[src/rtl/bcd_excess3_sequencer.sv]
// Sequences a packed BCD word one digit at a time through an external shared
// BCD-to-Excess-3 converter and repacks the results, flagging any digit above 9.
module bcd_excess3_sequencer #(
    parameter int DIGITS = 4
) (
    input  logic                  clk,
    input  logic                  rst_n,
    input  logic                  in_valid,
    output logic                  in_ready,
    input  logic [4*DIGITS-1:0]   bcd_word,
    output logic [3:0]            conv_bcd,
    input  logic [3:0]            conv_xs3,
    output logic                  out_valid,
    input  logic                  out_ready,
    output logic [4*DIGITS-1:0]   xs3_word,
    output logic [DIGITS-1:0]     err_mask,
    output logic                  err
);

    localparam int IDX_W = (DIGITS > 1) ? $clog2(DIGITS) : 1;
    localparam logic [IDX_W-1:0] LAST_IDX = IDX_W'(DIGITS - 1);

    typedef enum logic [1:0] {
        IDLE,
        CONV,
        DONE
    } state_t;

    state_t              state;
    state_t              state_next;
    logic [IDX_W-1:0]    idx;
    logic [4*DIGITS-1:0] cap_word;
    logic [3:0]          cur_digit;
    logic                digit_bad;
    logic                accept;

    always_ff @(posedge clk or negedge rst_n) begin
        if (!rst_n) begin
            state <= IDLE;
        end else begin
            state <= state_next;
        end
    end

    always_comb begin
        state_next = state;
        case (state)
            IDLE: if (accept)                 state_next = CONV;
            CONV: if (idx == LAST_IDX)        state_next = DONE;
            DONE: if (out_ready)              state_next = IDLE;
            default:                          state_next = IDLE;
        endcase
    end

    always_comb begin
        in_ready  = (state == IDLE);
        out_valid = (state == DONE);
        accept    = (state == IDLE) && in_valid;
        conv_bcd  = (state == CONV) ? cur_digit : 4'b0000;
    end

    // Digit selected by idx from the captured word; feeds the converter and range check.
    always_comb begin
        cur_digit = 4'b0000;
        for (int i = 0; i < DIGITS; i++) begin
            if (idx == IDX_W'(i)) begin
                cur_digit = cap_word[i*4 +: 4];
            end
        end
        digit_bad = (cur_digit > 4'd9);
    end

    // Datapath: capture on accept, then fill one result slot per CONV cycle.
    // idx saturates on the last digit so it never wraps inside a word.
    always_ff @(posedge clk or negedge rst_n) begin
        if (!rst_n) begin
            idx      <= '0;
            cap_word <= '0;
            xs3_word <= '0;
            err_mask <= '0;
            err      <= 1'b0;
        end else if (accept) begin
            idx      <= '0;
            cap_word <= bcd_word;
            xs3_word <= '0;
            err_mask <= '0;
            err      <= 1'b0;
        end else if (state == CONV) begin
            for (int i = 0; i < DIGITS; i++) begin
                if (idx == IDX_W'(i)) begin
                    xs3_word[i*4 +: 4] <= digit_bad ? 4'b0000 : conv_xs3;
                    if (digit_bad) begin
                        err_mask[i] <= 1'b1;
                    end
                end
            end
            err <= err | digit_bad;
            if (idx != LAST_IDX) begin
                idx <= idx + 1'b1;
            end
        end
    end

endmodule

[config.mk]
export PLATFORM = sky130hd
export DESIGN_NAME = bcd_excess3_sequencer
export DESIGN_NICKNAME = d
export VERILOG_FILES = /design/src/rtl/bcd_excess3_sequencer.sv
export SDC_FILE = /design/constraint.sdc
export NUM_CORES = 1
export LEC_CHECK = 0
export CAP_MARGIN = 20
export CORE_MARGIN = 3
export CORE_UTILIZATION = 45
export DETAILED_ROUTE_END_ITERATION = 7
export GPL_ROUTABILITY_DRIVEN = 0
export GPL_TIMING_DRIVEN = 0
export HOLD_SLACK_MARGIN = 0.1
export PLACE_DENSITY = 0.86
export SETUP_SLACK_MARGIN = 0.3
export SLEW_MARGIN = 10
export SYNTH_ARGS = -nofsm -noshare
export SYNTH_HDL_FRONTEND = slang
export SYNTH_SLANG_ARGS = --single-unit
[constraint.sdc]
create_clock -name clk -period 5.45 [get_ports clk]
set_clock_uncertainty 0.1 [all_clocks]
set_input_delay 1.635 -clock clk [delete_from_list [all_inputs] [get_ports clk]]
set_output_delay 1.635 -clock clk [all_outputs]
set_load 0.02 [all_outputs]
Word-level counts from Yosys, hierarchy flattened. Cells that the tools add are included.

Reductions and logical operators: 20. Eq/ne operators: 9. Mux-type cells: 28. Bitwise operators: 1. Add/sub/neg operators: 1. Magnitude comparators: 1.

Operators by type and width (count): two-way mux 4 bit (12); two-way mux 16 bit (2); AND reduction 3 bit (5); nonzero test 2 bit (7); two-way mux 2 bit (6); AND reduction 2 bit (5); two-way mux 1 bit (7); == test 2 bit, second input constant (3); inequality test 2 x 1 -> 1 bit, second input constant (3); one-hot mux 2 bit (3 select lines) (1); == test 2 x 1 -> 1 bit, second input constant (2); > comparator 4 bit, second input constant (1); zero test 2 bit (2); adder 2 x 1 -> 2 bit, second input constant (1); inequality test 2 bit, second input constant (1); logical AND 1 bit (1); bitwise OR 1 bit (1).

Output and inout bits: 27. Bits of input ports: 24. Word-level logic and storage cells: 72. Register bits: 41.

Depth between registers and ports, before layout. Gate-level depths: netlist of run 1.

Depth after elaboration: 10. Gate-level depth with buffers: 8.

Least setup slack after synthesis of run 1. Ideal clock, no wire load.

Kind: reg-to-output. Start point: register idx[0]. End point: output port conv_bcd[2]. Buffers on the path: 1. Path slack: 2.222 ns. Stages on the path, launching flop included: 6. Arrival: 1.493 ns. Cells stage by stage: dfrtp_1 ha_1 buf_2 nand3b_1 a221o_1 nor2_1.

Word-level cells in the longest chain between the ends: 6. Elaborated cells between the ends (all ways): 9. Classes of those cells: eq/ne: 3; mux: 5; reduce/logical: 1.

Ends and longest elaborated chain: from (decl) (RTL line 31) `logic [IDX_W-1:0] idx;`; from (signal assigned) (RTL line 99) `idx <= idx + 1'b1;`; zero test 2 bit (RTL line 66) `if (idx == IDX_W'(i)) begin`; two-way mux 4 bit (3 in a row) (RTL line 66); two-way mux 4 bit (*) (RTL line 66); two-way mux 4 bit (*) (RTL line 59) `conv_bcd = (state == CONV) ? cur_digit : 4'b0000;`; to (decl) (RTL line 11) `output logic [3:0] conv_bcd,`.

Every way passes the cells marked *; elsewhere a longest branch is shown, timed or not.

Worst setup path in the final report of run 1. Ends and elaborated chain as after synthesis.

==> results of run 1 <==
## final cells by class
| cell class | count | area [um^2] |
|---|---|---|
| Buffer | 11 | 56.30 |
| Clock buffer | 5 | 68.82 |
| Clock inverter | 1 | 5.005 |
| Fill cell | 345 | 1315 |
| Inverter | 4 | 15.01 |
| Multi-Input combinational cell | 149 | 764.5 |
| Sequential cell | 41 | 1026 |
| Tap cell | 48 | 60.06 |
| Timing Repair Buffer | 51 | 515.5 |
## worst max path at each step
stage	end	slack, ps	cells after the start
2_1_floorplan	conv_bcd[2]	2220	5
3_3_place_gp	conv_bcd[2]	1700	7
3_5_place_dp	conv_bcd[2]	1690	7
4_1_cts	conv_bcd[2]	1340	7
5_1_grt	conv_bcd[2]	1250	7
6_report	conv_bcd[2]	1350	7
## state kept, by name (all words and copies together), names as in the netlist
| register | cells |
|---|---|
| err | 1 |
| xs3_word | 16 |
| cap_word | 16 |
| state | 2 |
| err_mask | 4 |
| idx | 2 |
## critical path, delay by kind of cell, from the launching register on
kind / cells / cell delay, ps
adders and majority gates: 1 / 190
AOI/OAI and AO/OA: 1 / 290
and+or+nand+nor: 2 / 280
DFF: 1 / 420
buffers and inverters: 3 / 880
## layout by cell type (no fill, tap or decap), types with 5 or more instances in the layout
cell | synthesis | layout
nand2_1 | 70 | 70
clkdlybuf4s50_1 | 0 | 49
dfrtp_1 | 41 | 41
o21ai_0 | 17 | 17
nand3_1 | 16 | 16
nor2_1 | 5 | 5
and2_1 | 5 | 5
a22o_1 | 5 | 5
clkbuf_8 | 0 | 5
## metal layers
metal	part of all wire [%]	track usage, %
met1	43	22.50
met2	49	30.56
met3	6.5	5.899
met4	1.6	6.596
met5	0	0
## kinds of logic after synthesis
group                      after synthesis  share of synthesized area [%]
xor gates and xnor gates                 1                         0.4705
AOI/OAI and AO/OA                       36                          12.37
buffers and inverters                   15                          3.830
DFF                                     41                          55.11
and+or+nand+nor                        107                          25.00
adders and majority gates                4                          2.688
muxes                                    1                         0.5377
## power groups by stage
stage / combinational, mW / sequential, mW / clock (mW)
floorplan: 0.427 / 0.548 / 0
finish: 0.765 / 0.498 / 0.183
CTS: 0.769 / 0.499 / 0.184
detailed placement: 0.765 / 0.505 / 0
global placement: 0.740 / 0.500 / 0
global route: 0.840 / 0.516 / 0.197
## through the flow
step	hold slack (ps)	util, %	std cells	instance area [um^2]
after floorplan	336.9	-	205	1862
after global placement	361.3	63.31	303	2422
after detailed placement	366.5	63.70	304	2437
after CTS	384.2	65.63	310	2511
after global routing	415.4	65.63	310	2511
final	374.0	65.63	310	2511
==> results.json, run 1 <==
{
  "cts_tree": "done",
  "wire_per_inst_um": 14.02,
  "end_kind": "output pin",
  "p_sw_mw": 0.6061,
  "grt_pass1_wl_mm": 7.155,
  "synthArstFlopShare_pct": 100.0,
  "timing.rr.start": "idx[0]$_DFFE_PN0P_",
  "grt_max_degree": 32,
  "synth_flop_cell": "dfrtp_1",
  "drive_above_1_share_pct": 5.725,
  "cp_max_fo": 10,
  "synthTopCellsByCount": "nand2_1, dfrtp_1, o21ai_0",
  "cts_setup_buffers": 0,
  "nNetsFinal": 291,
  "rsz0062_at_grt": "no",
  "n_antenna_cell": 0,
  "numCtsBuffers": 5,
  "routed_wl_mm": 4.346,
  "synth_top_cell_by_area": "dfrtp_1",
  "viasPerCell": 5.239,
  "grt.overflow.total": 0,
  "synth_top_area_share_pct": 55.11,
  "timing.final.hold_violations": 0,
  "holdPathStages": 2,
  "htree_levels": 2,
  "grt_pass1_vias": 1589,
  "powerDensity_nw_per_um2": 575.9,
  "slowest_delay_ps": 620,
  "cts.root.buffer_cell": "clkbuf_8",
  "crit_type": "reg -> out",
  "fmax_mhz": 243.9,
  "io_pins": 51,
  "r2r_cells": 8,
  "cp.required_ps": 3720,
  "first_pass_iters": 4,
  "crit_path_cell_trace": "inv_1, ha_1, buf_2, nor3b_1, a221o_1, nor2_1, clkdlybuf4s50_1",
  "slew_headroom_pct": 70.91,
  "netSwitchingFraction_pct": 41.91,
  "yosys-top-cells-area": "dfrtp_1, nand2_1, o21ai_0, nand3_1, ha_1",
  "synth_seq_cells": 41,
  "clock_power_share_pct": 12.7,
  "combinationalPowerShare_pct": 52.9,
  "timing.rr.end": "xs3_word[5]$_DFFE_PN0P_",
  "cell_internal_pwr_mw": 0.8401,
  "grt_use_total_pct": 18.47,
  "seqPwrFrac_pct": 34.4,
  "drt_iter0_drc": 136,
  "crit_arrival_ps": 2370,
  "clkLatencyLatePin_ps": 290,
  "cp_slowest_cell": "clkdlybuf4s50_1",
  "slew_violations": 0,
  "tightest_slew_ps": 436.3,
  "syn-num-nets": 233,
  "drcViolationCount": 0,
  "dp.final_hpwl_mm": 3.299,
  "reg2reg_setup_slack_ps": 3260,
  "finalWorstSetupSlack_ps": 1350,
  "die_w_um": 70.32,
  "synth-edff-count": 0,
  "die_height_um": 70.32,
  "max-vdd-ir-drop_mv": 0.3209,
  "num_vias": 1624,
  "postSynthAreaPerCell_um2": 9.082,
  "min-delay-start": "cap_word[11]$_DFFE_PN0P_",
  "synth_area_um2": 1862,
  "period_needed_ps": 4100,
  "core-area_um2": 3826,
  "yosysUniqueCellTypes": 28,
  "cap_violations": 0,
  "start_util_pct": 48.66,
  "yosysMostFrequentCell": "nand2_1",
  "cts.sinks": 41,
  "antenna_found_initial": 0,
  "min_period_over_period_pct": 75.23,
  "netlist_instances": 205,
  "num_rows": 22,
  "cts.clk_slew.worst_paths_ps": 80,
  "crit_start": "idx[0]$_DFFE_PN0P_",
  "clk_path_buf_depth": 2,
  "ant_nets": 0,
  "outcome": "complete, no violations",
  "synth_warnings": 0,
  "start_kind": "register",
  "worstHoldPathType": "reg -> reg",
  "min_to": "cap_word[11]$_DFFE_PN0P_",
  "area_growth_pct": 34.88,
  "setup_tns_ps": 0,
  "dieArea_um2": 4945,
  "p_leak_nw": 1.150,
  "postCtsHoldBufs": 0,
  "finalSetupViolCount": 0,
  "power.total_mw": 1.446,
  "post_cts_resized": 0,
  "place_ws_ps": 1687,
  "synth_seq_area_share_pct": 55.11,
  "portBuffers": 50
}
Note: power is estimated with default switching activity, not from simulation.
==> run 2: changes to the inputs <==
==> constraint.sdc (replaced) <==
create_clock -name clk -period 4.2 [get_ports clk]
set_clock_uncertainty 0.1 [all_clocks]
set_input_delay 1.26 -clock clk [delete_from_list [all_inputs] [get_ports clk]]
set_output_delay 1.26 -clock clk [all_outputs]
set_load 0.02 [all_outputs]
==> results of run 2 <==
Same layout as run 1 (identical final DEF). Status: complete, no violations.
Main changes from that run: setup slack after placement 1687 ps -> 812.3 ps; setup slack after layout 1350 ps -> 474.7 ps; register-to-register setup slack 3260 ps -> 2010 ps; total power 1.446 mW -> 1.877 mW; worst IR drop on VDD 0.3209 mV -> 0.4164 mV
==> RTL edit: new RTL, flow settings as in run 2 <==
The parameter `DIGITS` goes from 4 to 2.
--- a/src/rtl/bcd_excess3_sequencer.sv
+++ b/src/rtl/bcd_excess3_sequencer.sv
@@ -1,7 +1,7 @@
 // Sequences a packed BCD word one digit at a time through an external shared
 // BCD-to-Excess-3 converter and repacks the results, flagging any digit above 9.
 module bcd_excess3_sequencer #(
-    parameter int DIGITS = 4
+    parameter int DIGITS = 2
 ) (
     input  logic                  clk,
     input  logic                  rst_n,
Ports: changed (resized bcd_word, err_mask and xs3_word); port bits go from 51 to 33. No check against the original RTL was run, so the function may have changed too.
==> RTL edit against run 2 <==
  * Design area is 44% lower
  * Setup slack better by 0.57 ns
  * Sequential cell count fell by 19
  * Power decreased by 41%
  * Maximum frequency is 18% higher
  * Via count fell by 56%
  * Worst hold slack better by 0.033 ns
  * Final cell count down 55%
  * Synthesized area decreased by 46%
  * Clock power down 32%
  * Routed wire length is 53% lower
  * Critical path type unchanged
  * Largest power group unchanged
==> RTL edit: results (changes against run 2) <==
| Group | Result | Reported | vs run 2 |
| --- | --- | --- | --- |
| logic synthesis | Share of the yosys chip area belonging to registers | 0.548 | -0.00313 |
| global route | Global-route wire length before repair | 3330 um | -54% |
| global route | Via count of the first global-routing pass | 680 | -57% |
| logic synthesis | Leading post-synthesis cells by instance count | dfrtp_1, a22o_1, mux2_4 |  |
| route | Total via count after detailed routing | 716 | -56% |
| route | Met1 layer wirelength in the final routing | 923 um | -50% |
| global route | Met3 track demand over resource in global routing | 0.0451 | -0.0139 |
| clock tree | Clk slew on worst S/H paths | 0.12 ns | +0.04 ns |
| final layout | Total area of sequential cells | 551 um2 | -46% |
| final layout | Fraction of layout cells with a size suffix above 1 | 0.171 | +0.114 |
| logic synthesis | Number of nets in the synthesized netlist | 91 | -61% |
| placed design | Post-Place Cell Area | 1360 um2 | -44% |
| route | Highest metal layer with signal wires | met4 |  |
| clock tree | Number of levels in the clock H-tree | 1 | -1 |
| final layout | Biggest registers after layout | cap_word x8, xs3_word x8 |  |
| timing | Relative slew slack | 0.378 | -0.331 |
| global route | Global router's overall resource usage | 0.167 | -0.0178 |
| logic synthesis | Leading post-synthesis cells by cell area | dfrtp_1, mux2_4, a22o_1 |  |
| placed design | IO buf count | 32 | -36% |
| route | Routed length on met2 | 956 um | -55% |
| clock tree | Root buffer selected by CTS | clkbuf_4 |  |
| outcome | Outcome | completed |  |
| placed design | Post-detailed-placement half-perimeter wirelength | 1550 um | -53% |
| clock tree | Worst skew pair latency | 0.32 ns | +0.03 ns |
| global route | GRT met2 Usage | 0.237 | -0.0689 |
| pwr | Peak supply drop | 493 uV | +18% |
| pwr | Switching share of total power | 0.367 | -0.0517 |
| critical path | CP arrival | 1.80 ns | -0.57 ns |
| route | Routed WL per cell | 14.8 um | +5.7% |
| clock tree | Cts bufs inserted | 3 | -2 |
| final layout | Final #Nets | 128 | -56% |
| pwr | Comb pwr share | 0.506 | -0.023 |
| critical path | Largest stage delay on the critical path | 0.55 ns | -0.07 ns |
| pwr | Leakage component of the power | 0.637 nW | -45% |
| pwr | Sequential Power Share | 0.347 | +0.003 |
| route | Routed length on met3 | 130 um | -54% |
| global route | Largest net degree at the start of global routing | 23 | -28% |
| global route | Met1 usage | 0.228 | +0.00342 |
| route | Detailed Route Iter0 Violations | 10 | -93% |
| logic synthesis | Synth unique cells | 23 | -18% |
| placed design | Pre-CTS setup slack | 1.41 ns | +0.598 ns |
| route | Post-DR vias/cell | 5.19 | -0.96% |
## RTL edit: cell types whose count changed in the layout (fill, tap and decap cells not counted), moves of 4 or more
| cell | delta |
|---|---|
| and2_1 | -5 |
| buf_2 | -4 |
| clkbuf_1 | -4 |
| clkbuf_8 | -5 |
| clkdlybuf4s50_1 | -17 |
| dfrtp_1 | -19 |
| ha_1 | -4 |
| mux2_4 | +8 |
| nand2_1 | -69 |
| nand3_1 | -16 |
| o21ai_0 | -14 |
| o21ai_1 | -4 |
## RTL edit: cells by family (layout without fill, tap and decap cells)
group / after synthesis / after routing / share of synthesized area
flip-flops: 22 / 22 / 0.548
AO/OA/AOI/OAI: 17 / 17 / 0.136
buffers and inverters: 5 / 41 / 0.0299
AND/OR/NAND/NOR: 19 / 19 / 0.127
multiplexers: 12 / 12 / 0.159
## RTL edit: cell type report
cell class | instances | share of cell area
plain buffers | 2 | 0.0133
clock buffers | 3 | 0.0160
clock inverters | 1 | 0.0213
inverters | 3 | 0.00798
multi-input cells | 48 | 0.301
flip-flops and latches | 22 | 0.390
well taps | 27 | 0.0239
repair buffers | 32 | 0.227
## RTL edit: final timing paths
check                                        startpoint                       to  slack (ns)  cells past startpoint
worst max-delay path                    idx$_DFFE_PN0P_              conv_bcd[3]        1.04                      4
worst min-delay path            err_mask[1]$_DFFE_PN0P_  err_mask[1]$_DFFE_PN0P_        0.41                      1
worst max register to register     state[0]$_DFFE_PN0P_  cap_word[2]$_DFFE_PN0P_        2.71                      3
worst min register to register  err_mask[1]$_DFFE_PN0P_  err_mask[1]$_DFFE_PN0P_        0.41                      1
max in group asynchronous                         rst_n  cap_word[7]$_DFFE_PN0P_        2.09                      1
min in group asynchronous                         rst_n  xs3_word[1]$_DFFE_PN0P_        1.34                      1
